### src/rtl/pipe_hazard_ctrl.sv
// pipe_hazard_ctrl: central stall/flush sequencer for the 5-stage pipeline.
//
// Resolves data-memory wait, multicycle execute ops, load-use and fetch wait
// (in that priority order) into per-stage load enables and bubble inserts. It
// also owns the branch redirect when a taken branch meets an outstanding fetch.
//
// Optional feature macro: HAZARD_PERF_EN (adds stall/flush performance counters).
//
// Ports:
//   clk, resetn                      clock, asynchronous active-low reset
//   i_req, i_data_ok                 fetch request outstanding / data returned
//   d_req, d_data_ok                 M-stage data request outstanding / data returned
//   mc_start                         E-stage multicycle op issued (1-cycle pulse)
//   ex_is_load, ex_rd                E-stage load flag and destination register
//   id_rs1, id_rs2                   D-stage source registers
//   id_use_rs1, id_use_rs2           D-stage source actually read
//   branch_taken, pcbranch           E-stage taken branch and its target
//   pc_en..wreg_en                   pipeline register load enables
//   dreg_flush..wreg_flush           load a bubble instead of the stage input
//   redirect_valid, redirect_pc      pcselect must take redirect_pc
//   mc_busy                          multicycle op in progress
//   perf_stall_cycles                (HAZARD_PERF_EN) cycles with pc_en=0
//   perf_flush_events                (HAZARD_PERF_EN) branch-caused E flushes
module pipe_hazard_ctrl #(
    parameter int unsigned MC_CYCLES  = 64,
    parameter int unsigned REG_ADDR_W = 5
) (
    input  logic                  clk,
    input  logic                  resetn,
    input  logic                  i_req,
    input  logic                  i_data_ok,
    input  logic                  d_req,
    input  logic                  d_data_ok,
    input  logic                  mc_start,
    input  logic                  ex_is_load,
    input  logic [REG_ADDR_W-1:0] ex_rd,
    input  logic [REG_ADDR_W-1:0] id_rs1,
    input  logic [REG_ADDR_W-1:0] id_rs2,
    input  logic                  id_use_rs1,
    input  logic                  id_use_rs2,
    input  logic                  branch_taken,
    input  logic [63:0]           pcbranch,
    output logic                  pc_en,
    output logic                  dreg_en,
    output logic                  ereg_en,
    output logic                  mreg_en,
    output logic                  wreg_en,
    output logic                  dreg_flush,
    output logic                  ereg_flush,
    output logic                  mreg_flush,
    output logic                  wreg_flush,
    output logic                  redirect_valid,
    output logic [63:0]           redirect_pc,
    output logic                  mc_busy
`ifdef HAZARD_PERF_EN
    ,
    output logic [31:0]           perf_stall_cycles,
    output logic [31:0]           perf_flush_events
`endif
);

    localparam int unsigned CntW = $clog2(MC_CYCLES);
    localparam logic [CntW-1:0] CntLoad = CntW'(MC_CYCLES - 1);

    typedef enum logic {
        RIdle,
        RWait
    } redir_state_e;

    redir_state_e    state_q, state_d;
    logic [CntW-1:0] cnt_q, cnt_d;
    logic [63:0]     rpc_q, rpc_d;

    logic dwait, mcw, lu, iwait, br_take;

    always_comb begin
        dwait = d_req & ~d_data_ok;
        mcw   = mc_start | (cnt_q != '0);
        lu    = ex_is_load & (ex_rd != '0) &
                ((id_use_rs1 & (id_rs1 == ex_rd)) | (id_use_rs2 & (id_rs2 == ex_rd)));
        iwait = i_req & ~i_data_ok;
        // A branch only resolves when E advances; in RWait E holds a bubble,
        // so any branch_taken seen there is spurious and dropped.
        br_take = branch_taken & ~dwait & ~mcw & (state_q == RIdle);
    end

    assign mc_busy = mcw;

    // Enables / flushes / redirect
    always_comb begin
        pc_en          = 1'b1;
        dreg_en        = 1'b1;
        ereg_en        = 1'b1;
        mreg_en        = 1'b1;
        wreg_en        = 1'b1;
        dreg_flush     = 1'b0;
        ereg_flush     = 1'b0;
        mreg_flush     = 1'b0;
        wreg_flush     = 1'b0;
        redirect_valid = 1'b0;
        redirect_pc    = rpc_q;

        if (dwait) begin
            pc_en      = 1'b0;
            dreg_en    = 1'b0;
            ereg_en    = 1'b0;
            mreg_en    = 1'b0;
            wreg_flush = 1'b1;
        end else if (mcw) begin
            pc_en      = 1'b0;
            dreg_en    = 1'b0;
            ereg_en    = 1'b0;
            mreg_flush = 1'b1;
        end else if (lu) begin
            pc_en      = 1'b0;
            dreg_en    = 1'b0;
            ereg_flush = 1'b1;
        end else if (iwait) begin
            pc_en      = 1'b0;
            dreg_flush = 1'b1;
        end

        // Taken branch squashes the wrong-path instructions in D and E, which
        // also overrides a load-use stall on the now-dead D instruction.
        if (br_take) begin
            dreg_en    = 1'b1;
            dreg_flush = 1'b1;
            ereg_en    = 1'b1;
            ereg_flush = 1'b1;
            if (!iwait) begin
                redirect_valid = 1'b1;
                redirect_pc    = pcbranch;
                pc_en          = 1'b1;
            end
        end

        // Waiting for the stale fetch to drain: hold PC, bubble D, and take
        // the latched target once the discarded instruction returns.
        if (state_q == RWait) begin
            pc_en      = 1'b0;
            dreg_en    = 1'b1;
            dreg_flush = 1'b1;
            if (i_data_ok) begin
                redirect_valid = 1'b1;
                pc_en          = 1'b1;
            end
        end
    end

    // Next state: redirect FSM, latched target, multicycle counter
    always_comb begin
        state_d = state_q;
        rpc_d   = rpc_q;
        cnt_d   = cnt_q;

        unique case (state_q)
            RIdle: begin
                if (br_take && iwait) begin
                    rpc_d   = pcbranch;
                    state_d = RWait;
                end
            end
            RWait: begin
                if (i_data_ok) begin
                    state_d = RIdle;
                end
            end
            default: state_d = RIdle;
        endcase

        // The multicycle unit counts down on its own, even while M stalls;
        // a start pulse during an active op is ignored.
        if (cnt_q != '0) begin
            cnt_d = cnt_q - 1'b1;
        end else if (mc_start) begin
            cnt_d = CntLoad;
        end
    end

    always_ff @(posedge clk or negedge resetn) begin
        if (!resetn) begin
            state_q <= RIdle;
            rpc_q   <= '0;
            cnt_q   <= '0;
        end else begin
            state_q <= state_d;
            rpc_q   <= rpc_d;
            cnt_q   <= cnt_d;
        end
    end

`ifdef HAZARD_PERF_EN
    always_ff @(posedge clk or negedge resetn) begin
        if (!resetn) begin
            perf_stall_cycles <= '0;
            perf_flush_events <= '0;
        end else begin
            if (!pc_en) begin
                perf_stall_cycles <= perf_stall_cycles + 32'd1;
            end
            if (br_take) begin
                perf_flush_events <= perf_flush_events + 32'd1;
            end
        end
    end
`endif

endmodule

### config.mk
export PLATFORM = sky130hd
export DESIGN_NAME = pipe_hazard_ctrl
export DESIGN_NICKNAME = d
export VERILOG_FILES = /design/src/rtl/pipe_hazard_ctrl.sv
export SDC_FILE = /design/constraint.sdc
export NUM_CORES = 1
export LEC_CHECK = 0
export BUFFER_PORTS_ARGS = -buffer_cell sky130_fd_sc_hd__buf_2
export CORE_UTILIZATION = 44
export DETAILED_ROUTE_END_ITERATION = 6
export PLACE_DENSITY = 0.82
export SLEW_MARGIN = 20
export SYNTH_ARGS = -nofsm -noshare
export SYNTH_HDL_FRONTEND = slang
export SYNTH_SLANG_ARGS = --single-unit
### constraint.sdc
create_clock -name clk -period 2.1 [get_ports clk]
set_input_delay 0.21 -clock clk [delete_from_list [all_inputs] [get_ports clk]]
set_output_delay 0.21 -clock clk [all_outputs]
set_load 0.05 [all_outputs]
**Word level (Yosys, flattened, before mapping)**

Cells that the tools add are included.

- Add/subtract/negate cells: 1
- Equal/unequal tests: 2
- Multiplexer cells: 40
- Bitwise logic cells: 16
- Reduce and logical (&&, ||, !) cells: 5

Operators with widths:

| kind | number |
|---|---|
| $mux W64 | 2 |
| $mux W1 | 35 |
| $mux W6 | 2 |
| $eq A5 B5 Y1 | 2 |
| $and A1 B1 Y1 | 9 |
| $reduce_bool A6 Y1 | 1 |
| $sub A6 B1 Y6 const B | 1 |
| $not A1 Y1 | 5 |
| $reduce_bool A5 Y1 | 1 |
| $or A1 B1 Y1 | 2 |
| $pmux W1 S2 | 1 |
| $reduce_and A2 Y1 | 1 |
| $reduce_bool A2 Y1 | 1 |
| $logic_and A1 B1 Y1 | 1 |

- Register bits: 71
- Input bits: 90
- Output and inout bits: 75
- Word-level logic and storage cells: 67

**Logic depth before layout (Yosys ltp)**

- Word-level depth: 10
- Mapped depth: 8
- Mapped depth without buffers: 7

**Least setup slack after synthesis**

No wires, ideal clock.

- Path kind: in2out
- From: input d_data_ok
- To: output dreg_flush
- Data arrival time: 3.839 ns
- Data required time: 1.890 ns
- Slack: -1.949 ns
- Stages on the path: 5
- Path buffers: 0
- Cells stage by stage: nand2b_1 inv_1 nor3_1 nor2_1 a221oi_1

- Cells in the longest elaborated chain, start to end: 8
- Elaborated cells between the ends (all ways): 9
- Classes of those cells: mux: 3; bitwise: 6

RTL lines:

| element | RTL line | text |
|---|---|---|
| start, declared | 33 | `input logic d_data_ok,` |
| $not A1 Y1 (*) | 77 | `dwait = d_req & ~d_data_ok;` |
| $and A1 B1 Y1 (*) | 77 |  |
| $not A1 Y1 | 84 | `br_take = branch_taken & ~dwait & ~mcw & (state_q == RIdle);` |
| $and A1 B1 Y1 (3 in a row) | 84 |  |
| $mux W1 (*) | 125 | `if (br_take) begin` |
| $mux W1 (*) | 139 | `if (state_q == RWait) begin` |
| end, declared | 48 | `output logic dreg_flush,` |

Mark *: on every way between the ends. The rest lies on a longest branch, timed or not.

**Worst setup path after layout**

- From: register cnt_q[0]
- To: output redirect_pc[27]

- Cells in the longest elaborated chain, start to end: 6

RTL lines:

| element | RTL line | text |
|---|---|---|
| start, declared | 71 | `logic [CntW-1:0] cnt_q, cnt_d;` |
| start signal, assigned | 188 | `cnt_q <= cnt_d;` |
| $reduce_bool A6 Y1 | 78 | `mcw = mc_start \| (cnt_q != '0);` |
| $or A1 B1 Y1 | 78 |  |
| $not A1 Y1 | 84 |  |
| $and A1 B1 Y1 (2 in a row) | 84 |  |
| $mux W64 | 125 |  |
| end, declared | 53 | `output logic [63:0] redirect_pc,` |

No other way between the ends.

==> flow_metrics.tcl <==
set metrics [dict create \
    grt_overflow 0 \
    fin_util_pct 74.48 \
    dieArea_um2 9639 \
    die_x_um 98.18 \
    path_cells "inv_2, ha_4, or3b_4, nand4b_4, nor2b_4, buf_8, clkbuf_16, mux2_4, buf_8" \
    avgSynthCellArea_um2 14.48 \
    nFillCells 545 \
    grt_pass1_wl_um 17350 \
    fp.dieH_um 98.18 \
    ios 165 \
    total_power_mw 2.791 \
    slew_headroom_pct 65.97 \
    combPwrFrac_pct 7.7 \
    grt_use_met2_pct 41.55 \
    post-route-drc-count 12 \
    worstPathArrival_ps 2560 \
    ant_nets 0 \
    cpMaxStageDelayCell "dfrtp_1" \
    synth_fp_nets 373 \
    layoutNonFillerInstCount 615 \
    htree_levels 3 \
    powerDensity_nw_per_um2 423.5 \
    seq_area_um2 1777 \
    failed_checks "design-rule violations, negative setup slack" \
    grtUsageMet3_pct 6.299 \
    setup_violations 136 \
    cts_root_buf "clkbuf_8" \
    routed_via_density 5.203 \
    multi_input_area_um2 2248 \
    dp.cells 566 \
    vias 3200 \
    grtUsageTotal_pct 23.18 \
    wl_per_cell_um 18.49 \
    nets 594 \
    grtUsageMet1_pct 27.31 \
    gp_congestion 0.7632 \
    dpl_cell_area_um2 5225 \
    worstHoldPathType "in2reg" \
    clock_skew_ps 8.924 \
    drt_pre_antenna_iters 7 \
    crit_path_start_kind "flop" \
    crit_required_ps 1890 \
    synth_flop_cell "dfrtp_1" \
    syn_inst 281 \
    max_clock_freq_mhz 361.1 \
    hold_viol 0 \
    drive_gt1_share_pct 75.54 \
    synth_enable_flop_cells 0 \
    clkTransAtPathRegs_ps 80 \
    port_buffers 163 \
    insertion_delay_ps 340 \
    fp-row-count 34 \
    setup.worst_path.end_class "output port" \
    final_cell_area_um2 6590 \
    ys_seq_area_share_pct 43.65 \
    drv_slew 0 \
    post-place-ws_ps -426.3 \
    first_iter_violations 70 \
    wl_um 11370 \
    synth.ff_latch_count 71 \
    antenna_cells 0 \
    clkPwrFrac_pct 43.4 \
    r2r_slack_ps -570 \
    grt_max_degree 72 \
    leakage_nw 3.287 \
    rsz0062_at_grt "yes" \
    grt_pass1_vias 3492 \
    ys_warn_count 0 \
    areaGrowthSynthToFinish_pct 61.91 \
    min_period_ps 2769 \
    max_stage_delay_ps 400 \
    cts_made_buffers 9 \
    dp_hpwl_um 6597 \
    maxCapViolCount 0 \
    p_seq_share_pct 48.9 \
    cts.sinks 71 \
    p_int_mw 2.140 \
    clockBufferDepth 2 \
    worstSetupPathType "reg2out" \
    synth_cell_types 35 \
    vdd_drop_max_mv 0.3736 \
    fp.coreArea_um2 8848 \
    busiest_layer "met2" \
    p_sw_share_pct 23.33 \
    status "finished with violations" \
    async_reset_ff_share_pct 100.0 \
    timing.setup.tns_ps -73180 \
    switchingPower_uw 651.2 \
    cpMostUsedCell "buf_8" \
    hold_ws_ps 95.46 \
    cts_tree "done" \
    setup_slack_ps -669.4 \
    fin_crit_sh_pct 131.9 \
    path_max_fanout 6 \
    netlist_area_um2 4070 \
    antenna_found_initial 0 \
    worst_slew_pin_slew_ps 506.5 \
    initial_core_util_pct 46.00 \
]
-- cell families after synthesis --
logic type      Yosys count  synth area share (%)
compound gates           16                 2.459
xor+xnor                 13                 2.797
fa+ha+maj                 2                0.6147
buf+inv                  20                 5.533
flops                    71                 43.65
mux                     128                 39.93
other cells               1               0.09213
simple gates             30                 4.919
-- cell type report --
cell class / count / area share [%]
timing repair buffer: 225 / 33.19
tap: 108 / 2.051
clock inverter: 6 / 1.405
sequential: 71 / 26.96
clock buffer: 10 / 1.937
multi-input combinational: 190 / 34.12
inverter: 5 / 0.3418
-- power by group through the flow --
stage	clock network, mW	registers (mW)	logic, mW
after floorplan	0	1.39	0.0566
after CTS	1.24	1.37	0.213
after global routing	1.31	1.37	0.237
after global placement	0	1.39	0.200
final	1.21	1.37	0.214
after detailed placement	0	1.39	0.209
-- critical path: cells and delay by family, from the launching register on --
kind          cells  cell delay [ps]
simple gates      3              780
mux               1              310
fa+ha+maj         1              140
buf+inv           4              590
flops             1              400
-- layout by cell type, fill, tap and decap left out, types with 2 or more instances in the layout --
cell / synthesis / routed
o22ai_1: 3 / 2
nor3_1: 4 / 2
dfrtp_1: 71 / 71
mux2_2: 70 / 53
inv_2: 0 / 3
buf_8: 0 / 12
inv_6: 0 / 2
xnor2_1: 12 / 12
a21oi_4: 0 / 2
nor3_2: 1 / 2
buf_12: 6 / 8
nor2_4: 0 / 2
buf_4: 2 / 26
a21oi_1: 7 / 5
clkbuf_8: 0 / 9
bufinv_16: 0 / 2
clkinvlp_4: 0 / 3
mux2_4: 49 / 70
buf_6: 6 / 74
clkbuf_16: 0 / 4
mux2_1: 9 / 5
buf_2: 0 / 91
nand2_1: 3 / 3
nor2_1: 10 / 8
buf_16: 0 / 8
nand4_1: 2 / 2
-- state kept, by name, summed over array words and instances, names as in the netlist --
name	cells
cnt_q	6
rpc_q	64
state_q	1
-- layer usage --
layer | part of all wire [%] | vias to the layer above
li1 | - | 1458
met1 | 41 | 1585
met2 | 52 | 138
met3 | 5.6 | 19
met4 | 1.6 | 0
met5 | 0 | -
-- cells in the mapped netlist (2+ instances only) --
cell / instances / area, um2
buf_6: 6 / 67.56
ha_1: 2 / 25.02
buf_12: 6 / 120.1
inv_1: 5 / 18.77
mux2_4: 49 / 735.7
nand4_1: 2 / 12.51
mux2_1: 9 / 101.4
buf_4: 2 / 15.01
nor2_1: 10 / 37.54
a21oi_1: 7 / 35.03
mux2_2: 70 / 788.3
xnor2_1: 12 / 105.1
nor3_1: 4 / 20.02
nand2_1: 3 / 11.26
nand2b_1: 2 / 12.51
dfrtp_1: 71 / 1777
o22ai_1: 3 / 18.77
-- final timing paths --
| path | endpoint | startpoint | depth (start not counted) |
|---|---|---|---|
| max in group asynchronous | rpc_q[6] | resetn | 3 |
| min in group asynchronous | rpc_q[38] | resetn | 3 |
| worst min register to register | rpc_q[19] | rpc_q[19] | 1 |
| worst min-delay path | rpc_q[15] | pcbranch[15] | 2 |
| worst max register to register | rpc_q[30] | cnt_q[0] | 13 |
| worst max-delay path | redirect_pc[27] | cnt_q[0] | 9 |
-- timing repair --
| action | in CTS | in global routing |
|---|---|---|
| hold endpoints to repair | 71 | 0 |
| hold buffers | 1 | 0 |
| gates cloned | 9 | 5 |
| setup buffers | 14 | 7 |
| pin swaps | 4 | 2 |
| endpoints found under the setup margin | 136 | 136 |
| resized for setup | 178 | 14 |
(Power assumes the default switching activity.)
